### src/rtl/shift_register_univ.sv
// rtl/shift_register_univ.sv - universal shift register with built-in MSB-first serialiser
module shift_register_univ #(
    parameter int               WIDTH     = 8,
    parameter logic [WIDTH-1:0] RESET_VAL = {WIDTH{1'b0}}
) (
    input  logic             clk,
    input  logic             clr,
    input  logic             en,
    input  logic [2:0]       mode,
    input  logic [WIDTH-1:0] D,
    input  logic             ser_in,
    input  logic             start,
    output logic [WIDTH-1:0] Q,
    output logic             sout,
    output logic             busy,
    output logic             done
);

    localparam int CNT_W = (WIDTH > 1) ? $clog2(WIDTH) : 1;

    typedef enum logic [2:0] {
        MODE_HOLD  = 3'b000,
        MODE_LOAD  = 3'b001,
        MODE_SHL   = 3'b010,
        MODE_SHR   = 3'b011,
        MODE_ROL   = 3'b100,
        MODE_ROR   = 3'b101,
        MODE_ASR   = 3'b110,
        MODE_CLEAR = 3'b111
    } mode_t;

    logic [CNT_W-1:0] cnt;
    logic [WIDTH-1:0] mode_next;

    always_comb begin
        mode_next = Q;
        case (mode_t'(mode))
            MODE_HOLD:  mode_next = Q;
            MODE_LOAD:  mode_next = D;
            MODE_SHL:   mode_next = {Q[WIDTH-2:0], ser_in};
            MODE_SHR:   mode_next = {ser_in, Q[WIDTH-1:1]};
            MODE_ROL:   mode_next = {Q[WIDTH-2:0], Q[WIDTH-1]};
            MODE_ROR:   mode_next = {Q[0], Q[WIDTH-1:1]};
            MODE_ASR:   mode_next = {Q[WIDTH-1], Q[WIDTH-1:1]};
            MODE_CLEAR: mode_next = RESET_VAL;
            default:    mode_next = Q;
        endcase
    end

    // Busy dominates everything; when idle, start beats the mode operation.
    always_ff @(posedge clk or negedge clr) begin
        if (!clr) begin
            Q    <= RESET_VAL;
            busy <= 1'b0;
            done <= 1'b0;
            cnt  <= '0;
        end else begin
            done <= 1'b0;
            if (busy) begin
                Q <= {Q[WIDTH-2:0], ser_in};
                if (cnt != '0) begin
                    cnt <= cnt - CNT_W'(1);
                end else begin
                    busy <= 1'b0;
                    done <= 1'b1;
                end
            end else if (start) begin
                Q    <= D;
                cnt  <= CNT_W'(WIDTH - 1);
                busy <= 1'b1;
            end else if (en) begin
                Q <= mode_next;
            end
        end
    end

    assign sout = Q[WIDTH-1];

endmodule

### config.mk
export PLATFORM = sky130hd
export DESIGN_NAME = shift_register_univ
export DESIGN_NICKNAME = d
export VERILOG_FILES = /design/src/rtl/shift_register_univ.sv
export SDC_FILE = /design/constraint.sdc
export NUM_CORES = 1
export LEC_CHECK = 0
export BUFFER_PORTS_ARGS = -buffer_cell sky130_fd_sc_hd__buf_2
export CAP_MARGIN = 20
export CORE_MARGIN = 4
export CORE_UTILIZATION = 50
export DETAILED_ROUTE_END_ITERATION = 12
export PLACE_DENSITY = 0.77
export SETUP_SLACK_MARGIN = 0.05
export SYNTH_ARGS = -nofsm -noshare
export SYNTH_HDL_FRONTEND = slang
export SYNTH_SLANG_ARGS = --single-unit
### constraint.sdc
create_clock -name clk -period 2.2 [get_ports clk]
set_clock_uncertainty 0.05 [all_clocks]
set_input_delay 0.22 -clock clk [delete_from_list [all_inputs] [get_ports clk]]
set_output_delay 0.22 -clock clk [all_outputs]
set_load 0.02 [all_outputs]
Yosys cells after proc, flatten, opt, wreduce, memory -nomap -nowiden --
Cells that the tools add are included.
Word-level totals: register bits 13, word-level logic and storage cells 35, output and inout port bits 11
Operators by class: reductions and logical operators 7, add/subtract/negate cells 1, muxes and demuxes 12, equality and inequality tests 10
Operators with widths (count):
- one-hot mux 8 bit (7 select lines) | 1
- 2-to-1 mux 8 bit | 3
- equality test 3 bit, second input constant | 4
- 2-to-1 mux 3 bit | 3
- equality test 3 x 2 -> 1 bit, second input constant | 2
- != test 3 bit, second input constant | 2
- nonzero test 3 bit | 2
- 2-to-1 mux 1 bit | 5
- AND reduction 2 bit | 2
- equality test 3 x 1 -> 1 bit, second input constant | 1
- logical NOT 3 bit | 1
- AND reduction 3 bit | 1
- subtractor 3 x 1 -> 3 bit, second input constant | 1
- != test 2 x 1 -> 1 bit, second input constant | 1
- nonzero test 2 bit | 1

Depth between registers and ports, before layout --
Gate-level depths: netlist of the first run.
depth after elaboration 5, mapped depth 6, depth with buffers taken out 5

Worst setup path before layout of the first run --
Ideal clock, no wire load.
path kind register to register, from register busy, to register Q[7], cell stages (with the launch flop) 5, setup slack 0.734 ns, setup time 0.125 ns, data arrival time 1.292 ns, buffers on the path 1, path through dfrtp_1 > clkbuf_1 > nand3b_1 > o211ai_1 > mux2_2
Between the ends: word-level cells in the longest chain between the ends 2, elaborated cells between the ends (all ways) 5
Ends and longest elaborated chain:
- from (decl) | RTL line 15 | output logic busy,
- from (signal assigned) | RTL line 54 | busy <= 1'b0;
- from (signal assigned) | RTL line 64 | busy <= 1'b0;
- from (signal assigned) | RTL line 70 | busy <= 1'b1;
- != test 3 bit (no line) or nonzero test 3 bit (tied branches)
- AND reduction 3 bit (no line)
- to (signal assigned) | RTL line 60 | Q <= {Q[WIDTH-2:0], ser_in};
- to (signal assigned) | RTL line 72 | Q <= mode_next;
- to (decl) | RTL line 13 | output logic [WIDTH-1:0] Q,
Parallel ways exist; a longest one is shown, timed or not. A chain may end at the register's enable or synchronous reset.

Worst setup path after layout of the first run --
from register busy, to register Q[1]
Between the ends: word-level cells in the longest chain between the ends 2, elaborated cells between the ends (all ways) 4
Ends and longest elaborated chain:
- != test 3 bit (no line) or nonzero test 3 bit (tied branches)
- AND reduction 2 bit (no line)
Parallel ways exist; a longest one is shown, timed or not.

==> flow_summary.ini, run 1 <==
[critical_path]
worstPathArrival_ns = 1.83
timing.critical_path.cells = nor3_4 -> a21oi_1 -> a22o_1
crit_type = flop to flop
critical_path.endpoint_type = flop
timing.critical_path.slowest_cell_delay_ns = 0.65
timing.rr.start = busy$_DFF_PN0_
critical_path_required_ns = 2.33
worstSetupStartpointType = flop
reg2reg_setup_slack_ns = 0.50
r2r_cells = 3
timing.critical_path.fanout_max = 23
critical_path_cell_with_the_highest_stage_delay = sky130_fd_sc_hd__dfrtp_1
critical_path.reg2reg.endpoint = Q[1]$_DFFE_PN0P_

[place]
place_ws_ns = 0.507
placement.io_buffers = 26
placed_area_um2 = 1070
numPlacedInstances = 147
place.gp.congestion = 0.740
detailed_place_hpwl_um = 1630

[yosys]
multiplexer_area_fraction_after_synthesis = 0.0115
syn-num-nets = 123
synth_edf_count = 0
synth_top_flop_cell = sky130_fd_sc_hd__dfrtp_1
synth_top_family_by_area = compound AO/OA/AOI/OAI gates
netlist_instances = 105
synth_compound_gate_area_share = 0.317
syn_area_per_cell_um2 = 9.33
synth-simple-area-share = 0.167
yosys_warnings = 0
async_flop_share = 1.00
synth_area_um2 = 980
synth_fa_ha_area_frac = 0.0255
post_synthesis_share_of_cell_area_spent_on_xor_and_xnor_gates = 0.0281
synth-seq-area-share = 0.332
synth.lib_cells_used.distinct = 33
synth-seq-cells = 13

[hold_path]
hold_path.startpoint = ser_in
holdPathStages = 3
min_path_type = input port to flop
whs_endpoint = Q[0]$_DFFE_PN0P_

[final_layout]
layout.cell_area.non_filler_um2 = 1110
syn2layout_area_growth_pct = 13.3
multi_input_logic_area_um2 = 538
finalNetCount = 146
stdcell_count = 152
layout.core_utilization = 0.622
layout-drive-gt1-share = 0.268
fillerInstances = 168
antennaDiodeCount = 0
regArea_um2 = 325

[cts]
clk_pin_slew_worst_paths_ns = 0.08
clkSinkCount = 13
htreeDepth = 1
inserted_clock_buffers = 3
cts_tree = built
clock_latency_ns = 0.29
cts_root_buf = sky130_fd_sc_hd__clkbuf_4
post_cts_gate_resize_count = 0
buffer_levels_on_the_longest_clock_path = 2

[global_routing]
first_global_vias = 848
grt_pass1_wl_um = 3630
grt_remaining_overflow = 0
number_of_antenna_violations_at_the_first_check_in_global_routing = 0
grt_start_max_net_pins = 24
grt_use_total = 0.176

[timing]
post-route-period-util = 0.772
report.final.slew_viol_count = 0
grt_setup_unrepaired = no
finalHoldViolations = 0
worst_pin_slew_ns = 0.752
setup-tns-final_ns = 0
fin_crit_ns = 1.70
layout_setup_ws_ns = 0.502
setup_violations = 0
timing.hold.ws_ns = 0.173
max-slew-margin-rel = 0.499
timing.fmax_ghz = 0.589

[power_and_ir_drop]
p_per_area_nw_per_um2 = 1270
pleak_nw = 0.534
total_power_consumption_mw = 1.41
vdd_drop_max_mv = 0.752

[status]
status = finished, final reports clean

[drt]
post_drt_wl_per_cell_um = 14.8
drt_pass1_iterations = 4
number_of_vias_in_the_routed_layout = 899
totalWireLength_um = 2260
via_per_inst = 5.91
initialDrtViolationCount = 24
ant_nets = 0
drc_errors = 0

[die]
die_h_um = 52.3
floorplan.die_area_um2 = 2730
dieWidth_um = 52.3
initial_core_util = 0.549
core_region_area_um2 = 1780
rows = 15
pin_count = 27

[job]
maxCapViolCount = 0
[placed cells by master (no fill, tap or decap), types with 2 or more instances in the layout]
cell and instances:
sky130_fd_sc_hd__buf_2 26, sky130_fd_sc_hd__dfrtp_1 13, sky130_fd_sc_hd__inv_1 13, sky130_fd_sc_hd__a21oi_1 8, sky130_fd_sc_hd__o31ai_1 7, sky130_fd_sc_hd__nor3b_1 6
sky130_fd_sc_hd__nor2_1 5, sky130_fd_sc_hd__a221oi_1 5, sky130_fd_sc_hd__a22o_1 5, sky130_fd_sc_hd__nand2_1 4, sky130_fd_sc_hd__and3b_1 4, sky130_fd_sc_hd__clkbuf_4 3
sky130_fd_sc_hd__o211ai_1 2, sky130_fd_sc_hd__nand3b_1 2, sky130_fd_sc_hd__o21ai_0 2, sky130_fd_sc_hd__a31oi_1 2, sky130_fd_sc_hd__nand2b_1 2, sky130_fd_sc_hd__a32o_1 2
sky130_fd_sc_hd__ha_1 2
[layout make-up]
cell class / instances / area share
Multi-Input combinational cell: 70 / 0.485
Sequential cell: 13 / 0.293
Timing Repair Buffer: 27 / 0.126
Inverter: 13 / 0.0440
Tap cell: 25 / 0.0282
Clock buffer: 4 / 0.0237
[cells by family after synthesis]
family / Yosys count
simple gates: 25
compound gates: 41
xor+xnor: 1
flops: 13
buf+inv: 22
mux: 1
fa+ha+maj: 2
[power by group]
part           leakage, nW  internal (mW)  total, mW  switching, mW
Clock               0.0150         0.0705      0.152         0.0820
Sequential           0.150          0.362      0.529          0.167
Combinational        0.368          0.327      0.730          0.404
Total                0.534          0.759       1.41          0.653
[worst max-delay path by stage]
stage	startpoint	end	slack, ns	depth (start not counted)
final	busy$_DFF_PN0_	Q[1]$_DFFE_PN0P_	0.50	3
after global routing	busy$_DFF_PN0_	Q[3]$_DFFE_PN0P_	0.40	3
after CTS	busy$_DFF_PN0_	Q[1]$_DFFE_PN0P_	0.49	3
after detailed placement	busy$_DFF_PN0_	Q[3]$_DFFE_PN0P_	0.51	3
after global placement	busy$_DFF_PN0_	Q[1]$_DFFE_PN0P_	0.54	3
after floorplan	busy$_DFF_PN0_	Q[7]$_DFFE_PN0P_	0.73	4
[Yosys cell counts (2+ instances only)]
master / n / share of area
sky130_fd_sc_hd__nand2_1: 4 / 0.015
sky130_fd_sc_hd__ha_1: 2 / 0.026
sky130_fd_sc_hd__inv_1: 13 / 0.050
sky130_fd_sc_hd__buf_4: 2 / 0.015
sky130_fd_sc_hd__buf_2: 3 / 0.015
sky130_fd_sc_hd__nand3b_1: 2 / 0.015
sky130_fd_sc_hd__o211ai_1: 2 / 0.015
sky130_fd_sc_hd__a32o_1: 2 / 0.020
sky130_fd_sc_hd__buf_6: 3 / 0.034
sky130_fd_sc_hd__a21oi_1: 8 / 0.041
sky130_fd_sc_hd__o31ai_1: 7 / 0.054
sky130_fd_sc_hd__nor2_1: 5 / 0.019
sky130_fd_sc_hd__o21ai_0: 2 / 0.010
sky130_fd_sc_hd__nand2b_1: 2 / 0.013
sky130_fd_sc_hd__a221oi_1: 5 / 0.045
sky130_fd_sc_hd__dfrtp_1: 13 / 0.33
sky130_fd_sc_hd__nor3b_1: 6 / 0.046
sky130_fd_sc_hd__and3b_1: 4 / 0.036
sky130_fd_sc_hd__a22o_1: 5 / 0.045
sky130_fd_sc_hd__a31oi_1: 2 / 0.013
[what timing repair did]
action | CTS | global route
hold buffers | 1 | 0
setup endpoints to repair | 0 | 0
endpoints found under the hold margin | 13 | 0
buffers inserted | 0 | 0
[metal layers]
layer	track usage	part of all wire
met5	0	0
met4	0.0596	0.013
met3	0.0427	0.052
met2	0.314	0.52
met1	0.205	0.41
[critical path: cells and delay by family, from the launching register on]
family          cells  cell delay [ns]
simple gates        1             0.57
flops               1             0.65
compound gates      2             0.31
[registers in the layout (all words and copies together), names as in the netlist]
register  cells
Q             8
busy          1
cnt           3
done          1
No activity file was read; power rests on OpenSTA's default activity.
==> run 2, diff against run 1 <==
Clock period 2.2 ns to 1.7 ns, I/O delays scaled along.
==> flow_summary.ini, run 2 (same netlist as run 1, synthesis figures left out) <==
[status]
status = finished, final reports clean

[die]
rows = 15
initial_core_util = 0.549
dieWidth_um = 52.3
core_region_area_um2 = 1780
die_h_um = 52.3
floorplan.die_area_um2 = 2730
pin_count = 27

[power_and_ir_drop]
p_per_area_nw_per_um2 = 1650
pleak_nw = 0.548
vdd_drop_max_mv = 0.844

[timing]
report.final.slew_viol_count = 0
timing.fmax_ghz = 0.669
post-route-period-util = 0.879
setup-tns-final_ns = 0
max-slew-margin-rel = 0.701
worst_pin_slew_ns = 0.449
finalHoldViolations = 0
timing.hold.ws_ns = 0.117
fin_crit_ns = 1.49
grt_setup_unrepaired = no
setup_violations = 0

[final_layout]
commonest_cells_after_routing_fill_and_taps_aside = sky130_fd_sc_hd__buf_2 (26), sky130_fd_sc_hd__dfrtp_1 (13), sky130_fd_sc_hd__inv_1 (13)
layout.cell_area.non_filler_um2 = 1130
max_flop_register = Q
biggestRegsByFlops = Q (8), cnt (3)
syn2layout_area_growth_pct = 15.6
layout.core_utilization = 0.635
fillerInstances = 169
layout_commonest_cell = sky130_fd_sc_hd__buf_2
layout-drive-gt1-share = 0.285
antennaDiodeCount = 0
finalNetCount = 149
stdcell_count = 155
max_ffs_per_register = 8

[critical_path]
critical_path.endpoint_type = flop
timing.critical_path.fanout_max = 11
critical_path_required_ns = 1.83
crit_type = flop to flop
worstSetupStartpointType = flop
timing.rr.start = busy$_DFF_PN0_
crit_start = busy$_DFF_PN0_
worstPathArrival_ns = 1.62

[hold_path]
min_path_type = input port to flop
hold_path.startpoint = ser_in

[drt]
totalWireLength_um = 2250
initialDrtViolationCount = 26
via_per_inst = 5.88
post_drt_wl_per_cell_um = 14.5
drc_errors = 0
number_of_vias_in_the_routed_layout = 911
ant_nets = 0
drt_pass1_iterations = 4

[job]
maxCapViolCount = 0

[cts]
inserted_clock_buffers = 3
post_cts_gate_resize_count = 0
cts_setup_buffers = 0
cts_root_buf = sky130_fd_sc_hd__clkbuf_4
cts_tree = built
clock_latency_ns = 0.28
htreeDepth = 1
buffer_levels_on_the_longest_clock_path = 2
clk_pin_slew_worst_paths_ns = 0.08
clkSinkCount = 13

[global_routing]
number_of_antenna_violations_at_the_first_check_in_global_routing = 0
grt_remaining_overflow = 0
first_global_vias = 923
grt_use_total = 0.195
grt_start_max_net_pins = 18
grt_pass1_wl_um = 3960

[place]
placement.io_buffers = 26
numPlacedInstances = 150
detailed_place_hpwl_um = 1700
place.gp.congestion = 0.815
placed_area_um2 = 1100
==> run 2: changes by cell type in the layout (fill, tap and decap cells not counted) <==
cell	before	now
sky130_fd_sc_hd__buf_4	0	3
==> run 2: per-layer routing <==
metal  routed length, µm  vias up  part of all wire  track usage
li1                    -      435                 -            -
met1                 907      434              0.40        0.234
met2                1150       35              0.51        0.328
met3                 140        7             0.062       0.0399
met4                  51        0             0.023       0.0979
met5                   0        -                 0            0
==> run 2: final timing paths <==
kind                                      endpoint  slack [ns]  cells past startpoint
worst max-delay path              Q[2]$_DFFE_PN0P_        0.21                      4
worst min-delay path              Q[0]$_DFFE_PN0P_        0.12                      3
worst max register to register    Q[2]$_DFFE_PN0P_        0.21                      4
worst min register to register  cnt[0]$_DFFE_PN0P_        0.43                      1
max in group asynchronous         Q[5]$_DFFE_PN0P_        1.12                      2
min in group asynchronous       cnt[2]$_DFFE_PN0P_        0.25                      2
==> run 2: layout make-up <==
cell class,count,area (µm²),area share
Clock buffer,4,26.3,0.0232
Tap cell,25,31.3,0.0276
Inverter,13,48.8,0.0431
Sequential cell,13,325,0.287
Multi-Input combinational cell,70,538,0.475
Timing Repair Buffer,30,163,0.144
==> run 2: metrics by stage <==
stage	setup WS (ns)	total power [mW]
after CTS	0.202	1.90
after global routing	0.0817	2.04
after floorplan	0.234	1.40
after global placement	0.203	1.64
final	0.206	1.87
after detailed placement	0.175	1.69
==> run 2: critical path: stages, from the launching register on <==
cell                       delay, ns
sky130_fd_sc_hd__dfrtp_1        0.53
sky130_fd_sc_hd__buf_4          0.25
sky130_fd_sc_hd__a221oi_1       0.22
sky130_fd_sc_hd__o31ai_1        0.12
sky130_fd_sc_hd__a22o_1         0.21
==> run 2: report_power, final <==
part	switching (mW)	total [mW]	internal [mW]
clock	0.109	0.200	0.0912
sequential	0.172	0.641	0.469
combinational	0.572	1.03	0.457
total	0.852	1.87	1.02
==> run 2: what timing repair did <==
action,4_1_cts,5_1_grt
hold endpoints to repair,13,0
hold buffers,1,0
endpoints found under the setup margin,0,0
